--- src/rtl/seg_pkg.sv ---
// Shared constants, pending-buffer state type and saturating increment
// for the per-segment event counter.
package seg_pkg;

    localparam int NUM_SEGS      = 6;
    localparam int CNT_W_DEFAULT = 5;

    typedef enum logic {
        PEND_EMPTY = 1'b0,
        PEND_FULL  = 1'b1
    } pend_state_e;

    // Adds one when inc is set, but holds at max_val instead of wrapping.
    function automatic logic [31:0] sat_inc(
        input logic [31:0] val,
        input logic        inc,
        input logic [31:0] max_val
    );
        logic [31:0] res;
        if (inc && (val < max_val)) begin
            res = val + 32'd1;
        end else begin
            res = val;
        end
        return res;
    endfunction

endpackage

--- src/rtl/seg_sync_edge.sv ---
// One raw event line: two-flop synchroniser followed by a registered
// rising-edge detector (one-cycle pulse per clean low-to-high transition).
module seg_sync_edge (
    input  logic dclk,
    input  logic clr,
    input  logic d,
    output logic rise
);

    logic s1_q, s2_q, s3_q, rise_q;
    logic s1_d, s2_d, s3_d, rise_d;

    always_comb begin
        s1_d   = d;
        s2_d   = s1_q;
        s3_d   = s2_q;
        rise_d = s2_q & ~s3_q;
    end

    // s1/s2 form the synchroniser; s3 is the delayed copy for edge detection.
    always_ff @(posedge dclk) begin
        if (clr) begin
            s1_q   <= 1'b0;
            s2_q   <= 1'b0;
            s3_q   <= 1'b0;
            rise_q <= 1'b0;
        end else begin
            s1_q   <= s1_d;
            s2_q   <= s2_d;
            s3_q   <= s3_d;
            rise_q <= rise_d;
        end
    end

    assign rise = rise_q;

endmodule

--- src/rtl/seg_event_counter.sv ---
// Counts synchronised rising edges per segment over a fixed window and
// releases each finished window's counts to the display only on a vsync fall.
module seg_event_counter
    import seg_pkg::*;
#(
    parameter int WINDOW_CYCLES = 25_000_000,
    parameter int CNT_W         = CNT_W_DEFAULT
) (
    input  logic                dclk,
    input  logic                clr,
    input  logic [NUM_SEGS-1:0] seg_in,
    input  logic                vsync_in,
    output logic [CNT_W-1:0]    seg1countout,
    output logic [CNT_W-1:0]    seg2countout,
    output logic [CNT_W-1:0]    seg3countout,
    output logic [CNT_W-1:0]    seg4countout,
    output logic [CNT_W-1:0]    seg5countout,
    output logic [CNT_W-1:0]    seg6countout,
    output logic                window_done,
    output logic                overrun
);

    localparam int              WC_W    = $clog2(WINDOW_CYCLES);
    localparam logic [WC_W-1:0] WC_LAST = WC_W'(WINDOW_CYCLES - 1);
    localparam logic [31:0]     SAT_MAX = 32'((1 << CNT_W) - 1);

    logic [NUM_SEGS-1:0]            ev;
    logic [WC_W-1:0]                wcnt_q, wcnt_d;
    logic [NUM_SEGS-1:0][CNT_W-1:0] acc_q, acc_d;
    logic [NUM_SEGS-1:0][CNT_W-1:0] pend_q, pend_d;
    logic [NUM_SEGS-1:0][CNT_W-1:0] out_q, out_d;
    pend_state_e                    state_q, state_d;
    logic                           vs_prev_q, vs_prev_d;
    logic                           window_done_q, window_done_d;
    logic                           overrun_q, overrun_d;
    logic                           close;
    logic                           vs_fall;

    for (genvar g = 0; g < NUM_SEGS; g++) begin : g_seg
        seg_sync_edge u_sync (
            .dclk (dclk),
            .clr  (clr),
            .d    (seg_in[g]),
            .rise (ev[g])
        );
    end

    always_comb begin
        close         = (wcnt_q == WC_LAST);
        vs_fall       = vs_prev_q & ~vsync_in;
        vs_prev_d     = vsync_in;
        window_done_d = close;
        state_d       = state_q;
        pend_d        = pend_q;
        out_d         = out_q;
        overrun_d     = overrun_q;

        if (close) begin
            wcnt_d = '0;
        end else begin
            wcnt_d = wcnt_q + WC_W'(1);
        end

        // An event landing on the close cycle still belongs to the closing window.
        for (int i = 0; i < NUM_SEGS; i++) begin
            if (close) begin
                pend_d[i] = CNT_W'(sat_inc(32'(acc_q[i]), ev[i], SAT_MAX));
                acc_d[i]  = '0;
            end else begin
                acc_d[i]  = CNT_W'(sat_inc(32'(acc_q[i]), ev[i], SAT_MAX));
            end
        end

        case (state_q)
            PEND_EMPTY: begin
                if (close) begin
                    state_d = PEND_FULL;
                end else begin
                    state_d = PEND_EMPTY;
                end
            end
            PEND_FULL: begin
                // A display on the same cycle as a close consumes the old result, so no overrun.
                if (vs_fall) begin
                    out_d = pend_q;
                    if (close) begin
                        state_d = PEND_FULL;
                    end else begin
                        state_d = PEND_EMPTY;
                    end
                end else if (close) begin
                    overrun_d = 1'b1;
                    state_d   = PEND_FULL;
                end else begin
                    state_d   = PEND_FULL;
                end
            end
            default: begin
                state_d = PEND_EMPTY;
            end
        endcase
    end

    always_ff @(posedge dclk) begin
        if (clr) begin
            wcnt_q        <= '0;
            acc_q         <= '0;
            pend_q        <= '0;
            out_q         <= '0;
            state_q       <= PEND_EMPTY;
            vs_prev_q     <= 1'b0;
            window_done_q <= 1'b0;
            overrun_q     <= 1'b0;
        end else begin
            wcnt_q        <= wcnt_d;
            acc_q         <= acc_d;
            pend_q        <= pend_d;
            out_q         <= out_d;
            state_q       <= state_d;
            vs_prev_q     <= vs_prev_d;
            window_done_q <= window_done_d;
            overrun_q     <= overrun_d;
        end
    end

    assign seg1countout = out_q[0];
    assign seg2countout = out_q[1];
    assign seg3countout = out_q[2];
    assign seg4countout = out_q[3];
    assign seg5countout = out_q[4];
    assign seg6countout = out_q[5];
    assign window_done  = window_done_q;
    assign overrun      = overrun_q;

endmodule

--- config.mk ---
export PLATFORM = sky130hd
export DESIGN_NAME = seg_event_counter
export DESIGN_NICKNAME = d
export VERILOG_FILES = /design/src/rtl/seg_pkg.sv /design/src/rtl/seg_sync_edge.sv /design/src/rtl/seg_event_counter.sv
export SDC_FILE = /design/constraint.sdc
export NUM_CORES = 1
export LEC_CHECK = 0
export ABC_CLOCK_PERIOD_IN_PS = 1710
export CAP_MARGIN = 20
export CELL_PAD_IN_SITES_DETAIL_PLACEMENT = 2
export CELL_PAD_IN_SITES_GLOBAL_PLACEMENT = 2
export CORE_MARGIN = 3
export CORE_UTILIZATION = 32
export CTS_CLUSTER_SIZE = 30
export DETAILED_ROUTE_END_ITERATION = 6
export PLACE_DENSITY_LB_ADDON = 0.12
export SYNTH_ARGS = -nofsm -noshare
export SYNTH_HDL_FRONTEND = slang
export SYNTH_SLANG_ARGS = --single-unit
export TNS_END_PERCENT = 50
--- constraint.sdc ---
create_clock -name dclk -period 1.71 [get_ports dclk]
set_input_delay 0.2565 -clock dclk [delete_from_list [all_inputs] [get_ports dclk]]
set_output_delay 0.2565 -clock dclk [all_outputs]
set_load 0.05 [all_outputs]
==> flow_metrics.tcl <==
set metrics [dict create \
    status "finished, violations left" \
    violations "setup timing" \
    cp_num_cells 7 \
    synth_warnings 0 \
    synth_seq_cells 143 \
    synth-compound-area-share 0.175 \
    clk_latency_ps 420 \
    stdcell_count 961 \
    syn_nets 654 \
    path_max_fanout 5 \
    netlist_area_sq_um 5620 \
    row_count 47 \
    first_pass_iters 4 \
    rr_worst_depth 7 \
    hold_path.class "primary input to register" \
    muxShareOfSynthArea 0.0114 \
    worstSetupEndpointType "register" \
    cts_tree "built" \
    synth_edf_count 0 \
    tns_ps -830 \
    cts-root-buf "clkbuf_16" \
    drt_wl_total_um 17600 \
    port_buffers 40 \
    synth_cells 638 \
    drc 0 \
    ys_types 44 \
    clk_path_buf_depth 2 \
    htreeDepth 4 \
    required_ps 2060 \
    area_delta_synth_final_pct 34.8 \
    utilization 0.449 \
    vdd_drop_max_mv 0.635 \
    fin_crit_ps 1830 \
    cts_sinks 143 \
    grt_max_degree 77 \
    path_class "register to register" \
    layout_setup_ws_ps -124 \
    gp_congestion 0.786 \
    synth_fa_ha_area_frac 0.0156 \
    core_sq_um 16900 \
    fmax_ghz 0.545 \
    hold_viol_final 0 \
    max_stage_delay_ps 360 \
    final_nets 744 \
    synth_ff_type "dfxtp_1" \
    placed_cells 915 \
    worst_pin_slew_ps 508 \
    cts_buffers 17 \
    async_flop_share 0 \
    ios 41 \
    rsz0062_at_grt "yes" \
    path_buf_inv 2 \
    overflow 0 \
    wl_per_cell_um 18.4 \
    final_common_cell "dfxtp_1" \
    whs_path_depth 2 \
    yosys.area_share.simple 0.238 \
    synth_top_family_by_area "simple AND/OR/NAND/NOR gates" \
    vias 5019 \
    ys_seq_area_frac 0.510 \
    vias_per_cell 5.22 \
    hold_buffers 0 \
    clkTransAtPathRegs_ps 60 \
    synthXorXnorAreaFrac 0.0172 \
    grt_usage 0.179 \
    drv_slew 0 \
    cp-start-kind "register" \
    placed_area_sq_um 6550 \
    cpMaxStageDelayCell "dfxtp_4" \
    max_slew_margin 0.659 \
    drt_iter0_drc 247 \
    finalSetupViolCount 18 \
    grt_pass1_wl_um 28000 \
    grt_pass1_vias 5422 \
    path_cells "ha_4 -> and4_4 -> buf_6 -> nand4_1 -> buf_4 -> or3_4 -> a21oi_2" \
    fin_crit_sh 1.07 \
    fin_skew_ps 7.60 \
    rrSetupSlack_ps -120 \
    die_w_um 138 \
    drive_gt1_frac 0.266 \
    diodes 0 \
    hold_ws_ps 159 \
    ant_nets 0 \
    cap_violations 0 \
    die-area_sq_um 19200 \
    leakagePower_nw 2.80 \
    design_area_sq_um 7570 \
    dp_hpwl_um 11500 \
    layout_common_cells "dfxtp_1 (134), nand2_1 (86), buf_4 (79)" \
    crit_arrival_ps 2180 \
    antenna_found_initial 0 \
    crit_family "simple AND/OR/NAND/NOR gates" \
    powerDensity_nw_per_um2 989 \
    synth.avg_cell_area_sq_um 8.80 \
    fp.dieH_um 138 \
    start_util 0.333 \
]
through the flow:
stage          worst slack (ps)  total power, mW
2_1_floorplan             -22.0             3.55
3_3_place_gp              -81.8             3.61
3_5_place_dp               -173             3.62
4_1_cts                   -61.6             7.59
5_1_grt                    -206             7.80
6_report                   -124             7.48
Yosys cell counts, drive strengths merged, types with 2 or more instances:
| cell | count | area, sq um |
|---|---|---|
| buf | 17 | 87.6 |
| mux2 | 3 | 33.8 |
| or2 | 3 | 18.8 |
| xnor2 | 4 | 35.0 |
| dfxtp | 143 | 2860 |
| mux2i | 3 | 30.0 |
| nand3b | 3 | 22.5 |
| o21ai | 43 | 215 |
| nor4 | 3 | 18.8 |
| a211oi | 10 | 75.1 |
| o31ai | 7 | 52.6 |
| ha | 7 | 87.6 |
| nand2b | 12 | 75.1 |
| xor2 | 7 | 61.3 |
| nand4 | 19 | 119 |
| o2111ai | 16 | 140 |
| and2 | 2 | 12.5 |
| a21o | 5 | 37.5 |
| a21boi | 3 | 22.5 |
| nor3 | 4 | 20.0 |
| nor2 | 46 | 173 |
| or3 | 7 | 50.1 |
| nand2 | 88 | 330 |
| and3 | 4 | 25.0 |
| nor2b | 35 | 219 |
| nand3 | 20 | 105 |
| clkbuf | 21 | 78.8 |
| o21ba | 3 | 30.0 |
| a21oi | 74 | 378 |
| or4 | 8 | 67.6 |
| inv | 5 | 18.8 |
| and4 | 7 | 61.3 |
| a221oi | 2 | 17.5 |
what timing repair did:
action / 4_1_cts / 5_1_grt
setup endpoints to repair: 77 / 46
gates resized for setup: 31 / 70
hold endpoints to repair: 0 / 0
cloned: 1 / 1
setup buffers: 4 / 8
pin swaps: 9 / 13
registers in the layout, summed over array words and instances (netlist names), 5 cells and up:
name               cells
acc_q                 30
pend_q                30
wcnt_q                25
g_seg.u_sync.rise      6
g_seg.u_sync.s1_q      6
g_seg.u_sync.s2_q      6
g_seg.u_sync.s3_q      6
seg1countout           5
seg2countout           5
seg3countout           5
seg4countout           5
seg5countout           5
seg6countout           5
kinds of logic (layout without fill, tap and decap cells):
logic type	after synthesis	after routing
AND/OR/NAND/NOR	263	264
AO/OA/AOI/OAI	165	165
flip-flops	143	143
buffers and inverters	43	145
XOR/XNOR	11	11
adder cells (fa/ha/maj)	7	7
multiplexers	6	6
power by group:
part	switching (mW)	leakage [nW]	internal, mW
registers	0.0309	1.16	3.37
clock network	1.40	0.301	2.51
logic	0.0927	1.34	0.0751
total	1.53	2.80	5.96
routing by layer:
metal,share of wire,track usage
met1,0.44,0.214
met2,0.53,0.325
met3,0.017,0.0321
met4,0.013,0.0588
met5,0,0
layout make-up:
| type | instances | area (sq um) |
|---|---|---|
| clock buffer | 22 | 464 |
| clock inverter | 10 | 159 |
| fill | 1806 | 9310 |
| inverter | 5 | 18.8 |
| multi-input combinational | 453 | 2810 |
| sequential | 143 | 2880 |
| tap | 220 | 275 |
| timing repair buffer | 108 | 961 |
worst paths after layout:
| kind | from | endpoint |
|---|---|---|
| setup / recovery | wcnt_q[1]$_SDFF_PP0_ | wcnt_q[16]$_SDFF_PP0_ |
| hold reg to reg | g_seg[3].u_sync.s3_q$_SDFF_PP0_ | g_seg[3].u_sync.rise$_SDFF_PP0_ |
| hold / removal | clr | g_seg[4].u_sync.s2_q$_SDFF_PP0_ |
| setup reg to reg | wcnt_q[1]$_SDFF_PP0_ | wcnt_q[16]$_SDFF_PP0_ |
No activity file was read; power rests on OpenSTA's default activity.
